<file path="config.mk">
export PLATFORM = sky130hd
export DESIGN_NAME = xadc_drp_responder
export DESIGN_NICKNAME = d
export VERILOG_FILES = /design/src/rtl/xadc_drp_responder.sv
export SDC_FILE = /design/constraint.sdc
export NUM_CORES = 1
export LEC_CHECK = 0
export CAP_MARGIN = 5
export CORE_ASPECT_RATIO = 0.75
export CORE_MARGIN = 3
export CORE_UTILIZATION = 50
export DETAILED_ROUTE_END_ITERATION = 7
export MAX_ROUTING_LAYER = met4
export PLACE_DENSITY = 0.81
export SLEW_MARGIN = 20
export SYNTH_ARGS = -nofsm -noshare
export SYNTH_HDL_FRONTEND = slang
export SYNTH_SLANG_ARGS = --single-unit
</file>
<file path="constraint.sdc">
create_clock -name clk -period 3.89 [get_ports clk]
set_input_delay 0.9725 -clock clk [delete_from_list [all_inputs] [get_ports clk]]
set_output_delay 0.9725 -clock clk [all_outputs]
set_load 0.02 [all_outputs]
</file>
<file path="src/rtl/xadc_drp_responder.sv">
// DRP slave model of the XADC: config regs 0x40-0x42, result reg 0x16 and a
// periodic conversion engine with optional hardware averaging.
module xadc_drp_responder #(
  parameter int          DRDY_LAT    = 4,
  parameter int          CONV_CYCLES = 26,
  parameter logic [15:0] INIT_40     = 16'h0016,
  parameter logic [15:0] INIT_41     = 16'h3000,
  parameter logic [15:0] INIT_42     = 16'h6400
) (
  input  logic        clk,
  input  logic        rst,
  input  logic [6:0]  daddr,
  input  logic        den,
  input  logic        dwe,
  input  logic [15:0] di,
  output logic [15:0] do_drp,
  output logic        drdy,
  input  logic [11:0] sample_in,
  output logic        eoc,
  output logic        busy,
  output logic [4:0]  channel,
  output logic        ovr
);

  localparam int CW = $clog2(CONV_CYCLES);

  typedef enum logic [1:0] {S_IDLE, S_PEND, S_RECOVER} drp_state_t;

  drp_state_t    state, state_nxt;
  logic [3:0]    lat_cnt;
  logic [6:0]    a_q;
  logic          we_q;
  logic [15:0]   di_q;
  logic          accept, fire, ovr_nxt;
  logic [15:0]   rd_data;

  logic [15:0]   reg40, reg41, reg42, reg16;
  logic          run;
  logic [CW-1:0] conv_cnt;
  logic          conv_last;
  logic [19:0]   acc, sum;
  logic [7:0]    avg_cnt, avg_last;
  logic [11:0]   avg_res;
  logic          acc_en;

  assign channel   = reg40[4:0];
  assign conv_last = (conv_cnt == CW'(CONV_CYCLES - 1));
  assign eoc       = run & conv_last;
  assign busy      = run & ~conv_last;
  assign acc_en    = eoc & (reg40[4:0] == 5'h16);
  assign sum       = acc + 20'(sample_in);

  always_comb begin
    state_nxt = state;
    accept    = 1'b0;
    fire      = 1'b0;
    ovr_nxt   = 1'b0;
    case (state)
      S_IDLE: if (den) begin
        accept    = 1'b1;
        state_nxt = S_PEND;
      end
      S_PEND: begin
        ovr_nxt = den;
        if (lat_cnt == 4'd0) begin
          fire      = 1'b1;
          state_nxt = S_RECOVER;
        end
      end
      S_RECOVER: state_nxt = S_IDLE;
      default:   state_nxt = S_IDLE;
    endcase
  end

  always_comb begin
    rd_data = 16'h0000;
    case (a_q)
      7'h40:   rd_data = reg40;
      7'h41:   rd_data = reg41;
      7'h42:   rd_data = reg42;
      7'h16:   rd_data = reg16;
      default: rd_data = 16'h0000;
    endcase
  end

  // Average length N-1 and the >>k result for the selected mode
  always_comb begin
    avg_last = 8'd15;
    avg_res  = sum[15:4];
    case (reg40[13:12])
      2'b10: begin avg_last = 8'd63;  avg_res = sum[17:6]; end
      2'b11: begin avg_last = 8'd255; avg_res = sum[19:8]; end
      default: ;
    endcase
  end

  always_ff @(posedge clk) begin
    if (rst) begin
      state    <= S_IDLE;
      lat_cnt  <= 4'd0;
      a_q      <= 7'd0;
      we_q     <= 1'b0;
      di_q     <= 16'h0000;
      do_drp   <= 16'h0000;
      drdy     <= 1'b0;
      ovr      <= 1'b0;
      reg40    <= INIT_40;
      reg41    <= INIT_41;
      reg42    <= INIT_42;
      reg16    <= 16'h0000;
      run      <= 1'b0;
      conv_cnt <= '0;
      acc      <= 20'd0;
      avg_cnt  <= 8'd0;
    end else begin
      state <= state_nxt;
      drdy  <= fire;
      ovr   <= ovr_nxt;
      if (accept) begin
        a_q     <= daddr;
        we_q    <= dwe;
        di_q    <= di;
        lat_cnt <= 4'(DRDY_LAT);
      end else if (state == S_PEND && !fire) begin
        lat_cnt <= lat_cnt - 4'd1;
      end

      // counter holds at 0 for the first cycle after reset release
      run <= 1'b1;
      if (run) conv_cnt <= conv_last ? '0 : conv_cnt + CW'(1);

      if (acc_en) begin
        if (reg40[13:12] == 2'b00) begin
          reg16 <= {sample_in, 4'h0};
        end else if (avg_cnt == avg_last) begin
          reg16   <= {avg_res, 4'h0};
          acc     <= 20'd0;
          avg_cnt <= 8'd0;
        end else begin
          acc     <= sum;
          avg_cnt <= avg_cnt + 8'd1;
        end
      end

      // placed after the eoc update so a same-edge 0x40 write wins the clear
      if (fire) begin
        if (we_q) begin
          case (a_q)
            7'h40: begin
              reg40   <= di_q;
              acc     <= 20'd0;
              avg_cnt <= 8'd0;
            end
            7'h41:   reg41 <= di_q;
            7'h42:   reg42 <= di_q;
            default: ;
          endcase
        end else begin
          do_drp <= rd_data;
        end
      end
    end
  end

endmodule
</file>
==> flow_summary.ini <==
[outcome]
status = finished, final reports clean

[clock_network]
insertion_delay_ps = 430
post-cts-setup-buffer-count = 0
path_clk_slew_ps = 60
cts_buffer_depth = 2
ctsResizeCount = 0
numCtsBuffers = 17
clock-root-buffer = clkbuf_16
numClockSinks = 142
ctsHoldBuffers = 0
htreeDepth = 4
cts_tree = built

[yosys]
yosysTopAreaCellShare = 0.401
synth_edf_count = 0
synth.area.top_cells = dfxtp_1 40%, nand2_1 9.6%, a21oi_1 6.6%, nor2_1 3.8%, ha_1 3.0%
seq_area_frac_synth = 0.401
yosysWarnings = 0
avgSynthCellArea_sq_um = 8.18
netlist_instances = 866
synth_seq_cells = 142
synth_fp_nets = 923
async_flop_share = 0
ys_types = 86
synth_area_leader_cell = dfxtp_1
synth_flop_cell = dfxtp_1
syn_area_sq_mm = 0.00709

[finish]
nFillCells = 1174
nNetsFinal = 965
syn_to_final_growth_pct = 18.5
drive_gt1_frac = 0.0890
antenna_cells = 0

[floorplanning]
io_pins = 64
dieArea_sq_mm = 0.0157
rows = 37
die-height_microns = 109
start_util = 0.514
die_w_microns = 143
coreArea_sq_mm = 0.0138

[critical_path]
r2r-end = acc[13]
worstSetupPathType = input port to flip-flop
rrSetupSlack_ps = 850
path_cells = clkdlybuf4s50_1 > ha_1 > fa_1 > a211oi_1 > nor4b_1 > nor2_1 > xnor2_1 > mux4_2 > a22o_1
arrival_ps = 3750
cp-end-kind = flip-flop
worstSetupStartpointType = input port
path_max_fanout = 4
worstRegToRegCells = 7
required_ps = 4200
max_stage_delay_ps = 570
timing.rr.start = conv_cnt[0]
cp_slowest_cell = nor4b_1

[placement]
port_buffers = 63
gp_congestion = 0.957
dp_hpwl_mm = 13.5

[global_routing]
grt_pass1_vias = 6129
grt_max_degree = 93
antenna_found_initial = 0
grt_use_met3 = 0.0715
grt_use_met2 = 0.375
met1_usage = 0.370
grt_use_total = 0.264
gr-max-usage-layer = met2
grt_pass1_wl_mm = 31.7
grt-ovfl-total = 0

[detailed_routing]
wl_mm = 19.9
ant_nets = 0
post_drt_via_cell_ratio = 6.05
num_vias = 6627
wl_per_cell_microns = 18.2
drc = 0
dr.pass1.iters = 7
dr.first_iter.drc_count = 759

[sta]
slew_headroom = 0.354
min_period_ps = 3440
rsz0062_at_grt = false
maxSlewViolCount = 0
period_share = 0.884
finalSetupTns_ps = 0
hold_violations = 0
finalSetupViolations = 0
max_slew.worst_pin.slew_ps = 966
timing.hold.ws_ps = 458
clock_skew_ps = 15.2
max_freq_mhz = 291

[job]
maxCapViolations = 0

[worst_hold_path]
hold_path_class = flip-flop to flip-flop
hold_start = reg42[9]
holdPathStages = 2
whs_endpoint = reg42[9]

[power_and_ir_drop]
total_leakage_power_uw = 0.00309
power_density_mw_per_mm2 = 408
peakVddDrop_mv = 0.331
-- flip-flops by register name, summed over array words and instances (netlist names) --
name and count:
run 1, di_q 16, reg42 16, state 2
acc 20, a_q 7, drdy 1, reg41 16
do_drp 16, reg16 12, we_q 1, ovr 1
reg40 16, avg_cnt 8, conv_cnt 5, lat_cnt 4
-- cell usage in the layout, fill, tap and decap left out, types with 3 or more instances in the layout --
master           count
a211oi_1             4
a211oi_2             3
a21o_1              10
a21oi_1             93
a221oi_1             3
a222oi_1            16
a22o_1               3
a22oi_1             20
a31oi_1              6
a32o_1               5
and2_1              10
and3_1              14
buf_4               16
clkbuf_16           17
clkdlybuf4s50_1     62
dfxtp_1            142
ha_1                17
inv_1               11
inv_6                5
inv_8                5
mux2i_1             17
nand2_1            181
nand2b_1             3
nand3_1             20
nand3b_1             6
nand4_1              3
nor2_1              70
nor2b_1              3
nor3_1              20
nor3_2               3
nor3b_1              3
o21a_1               3
o21ai_0             23
o21ai_1              3
o21ai_2              3
or3_1               10
or4_1                7
xnor2_1              7
xor2_1               7
-- worst max path at each step --
stage,startpoint,end,slack (ps)
2_1_floorplan,sample_in[0],reg16[8],660
4_1_cts,sample_in[0],reg16[4],490
3_5_place_dp,sample_in[0],reg16[10],60
5_1_grt,sample_in[0],reg16[10],360
3_3_place_gp,sample_in[0],reg16[10],100
6_report,sample_in[0],reg16[4],450
-- layout make-up --
type                    count  area, sq um  area share
clock buffers              17          425      0.0506
well taps                 175          219      0.0261
inverters                  12         45.0     0.00536
clock inverters            15          191      0.0228
repair buffers             79          746      0.0888
flip-flops and latches    142         2840       0.338
multi-input cells         656         3930       0.468
-- cells in the mapped netlist (10+ instances only) --
cell	n
nand2_1	181
clkbuf_1	33
nand3_1	20
and3_1	14
ha_1	17
a21oi_1	93
buf_2	14
nor3_1	20
and2_1	10
nor2_1	71
a222oi_1	16
inv_1	11
o21ai_0	23
dfxtp_1	142
a22oi_1	20
a21o_1	10
mux2i_1	17
or3_1	10
-- through the flow --
step | cell area [sq um] | worst slack (ps) | power (uW) | util | instances
CTS | 8400 | 487 | 3440 | 0.609 | 1096
detailed placement | 7780 | 55.4 | 1760 | 0.564 | 1064
floorplan | 7090 | 659 | 1670 | - | 866
finish | 8400 | 453 | 3430 | 0.609 | 1096
global route | 8400 | 359 | 3530 | 0.609 | 1096
global placement | 7780 | 100 | 1760 | 0.564 | 1064
-- cells by family after synthesis --
logic type / share of synthesized area
xor gates and xnor gates: 0.0173
DFF: 0.401
and+or+nand+nor: 0.253
muxes: 0.0319
AOI/OAI and AO/OA: 0.219
buffers and inverters: 0.0448
adders and majority gates: 0.0328
-- critical path, delay by kind of cell --
family / cells / cell delay [ps]
muxes: 1 / 470
xor gates and xnor gates: 1 / 200
AOI/OAI and AO/OA: 2 / 330
and+or+nand+nor: 2 / 760
buffers and inverters: 1 / 510
adders and majority gates: 2 / 510
-- power by group --
part | switching (uW) | leakage, uW | total (uW) | internal [uW]
clock network | 718 | 0.000298 | 1700 | 981
registers | 26.5 | 0.00115 | 1510 | 1480
logic | 136 | 0.00165 | 226 | 89.3
total | 881 | 0.00309 | 3430 | 2550
-- metal layers --
| layer | up-vias | routed length [microns] |
|---|---|---|
| met2 | 278 | 8520 |
| met4 | 0 | 348 |
| met3 | 30 | 1790 |
| li1 | 3197 | - |
| met1 | 3122 | 9270 |
| met5 | - | 0 |
No activity file was read; power rests on OpenSTA's default activity.
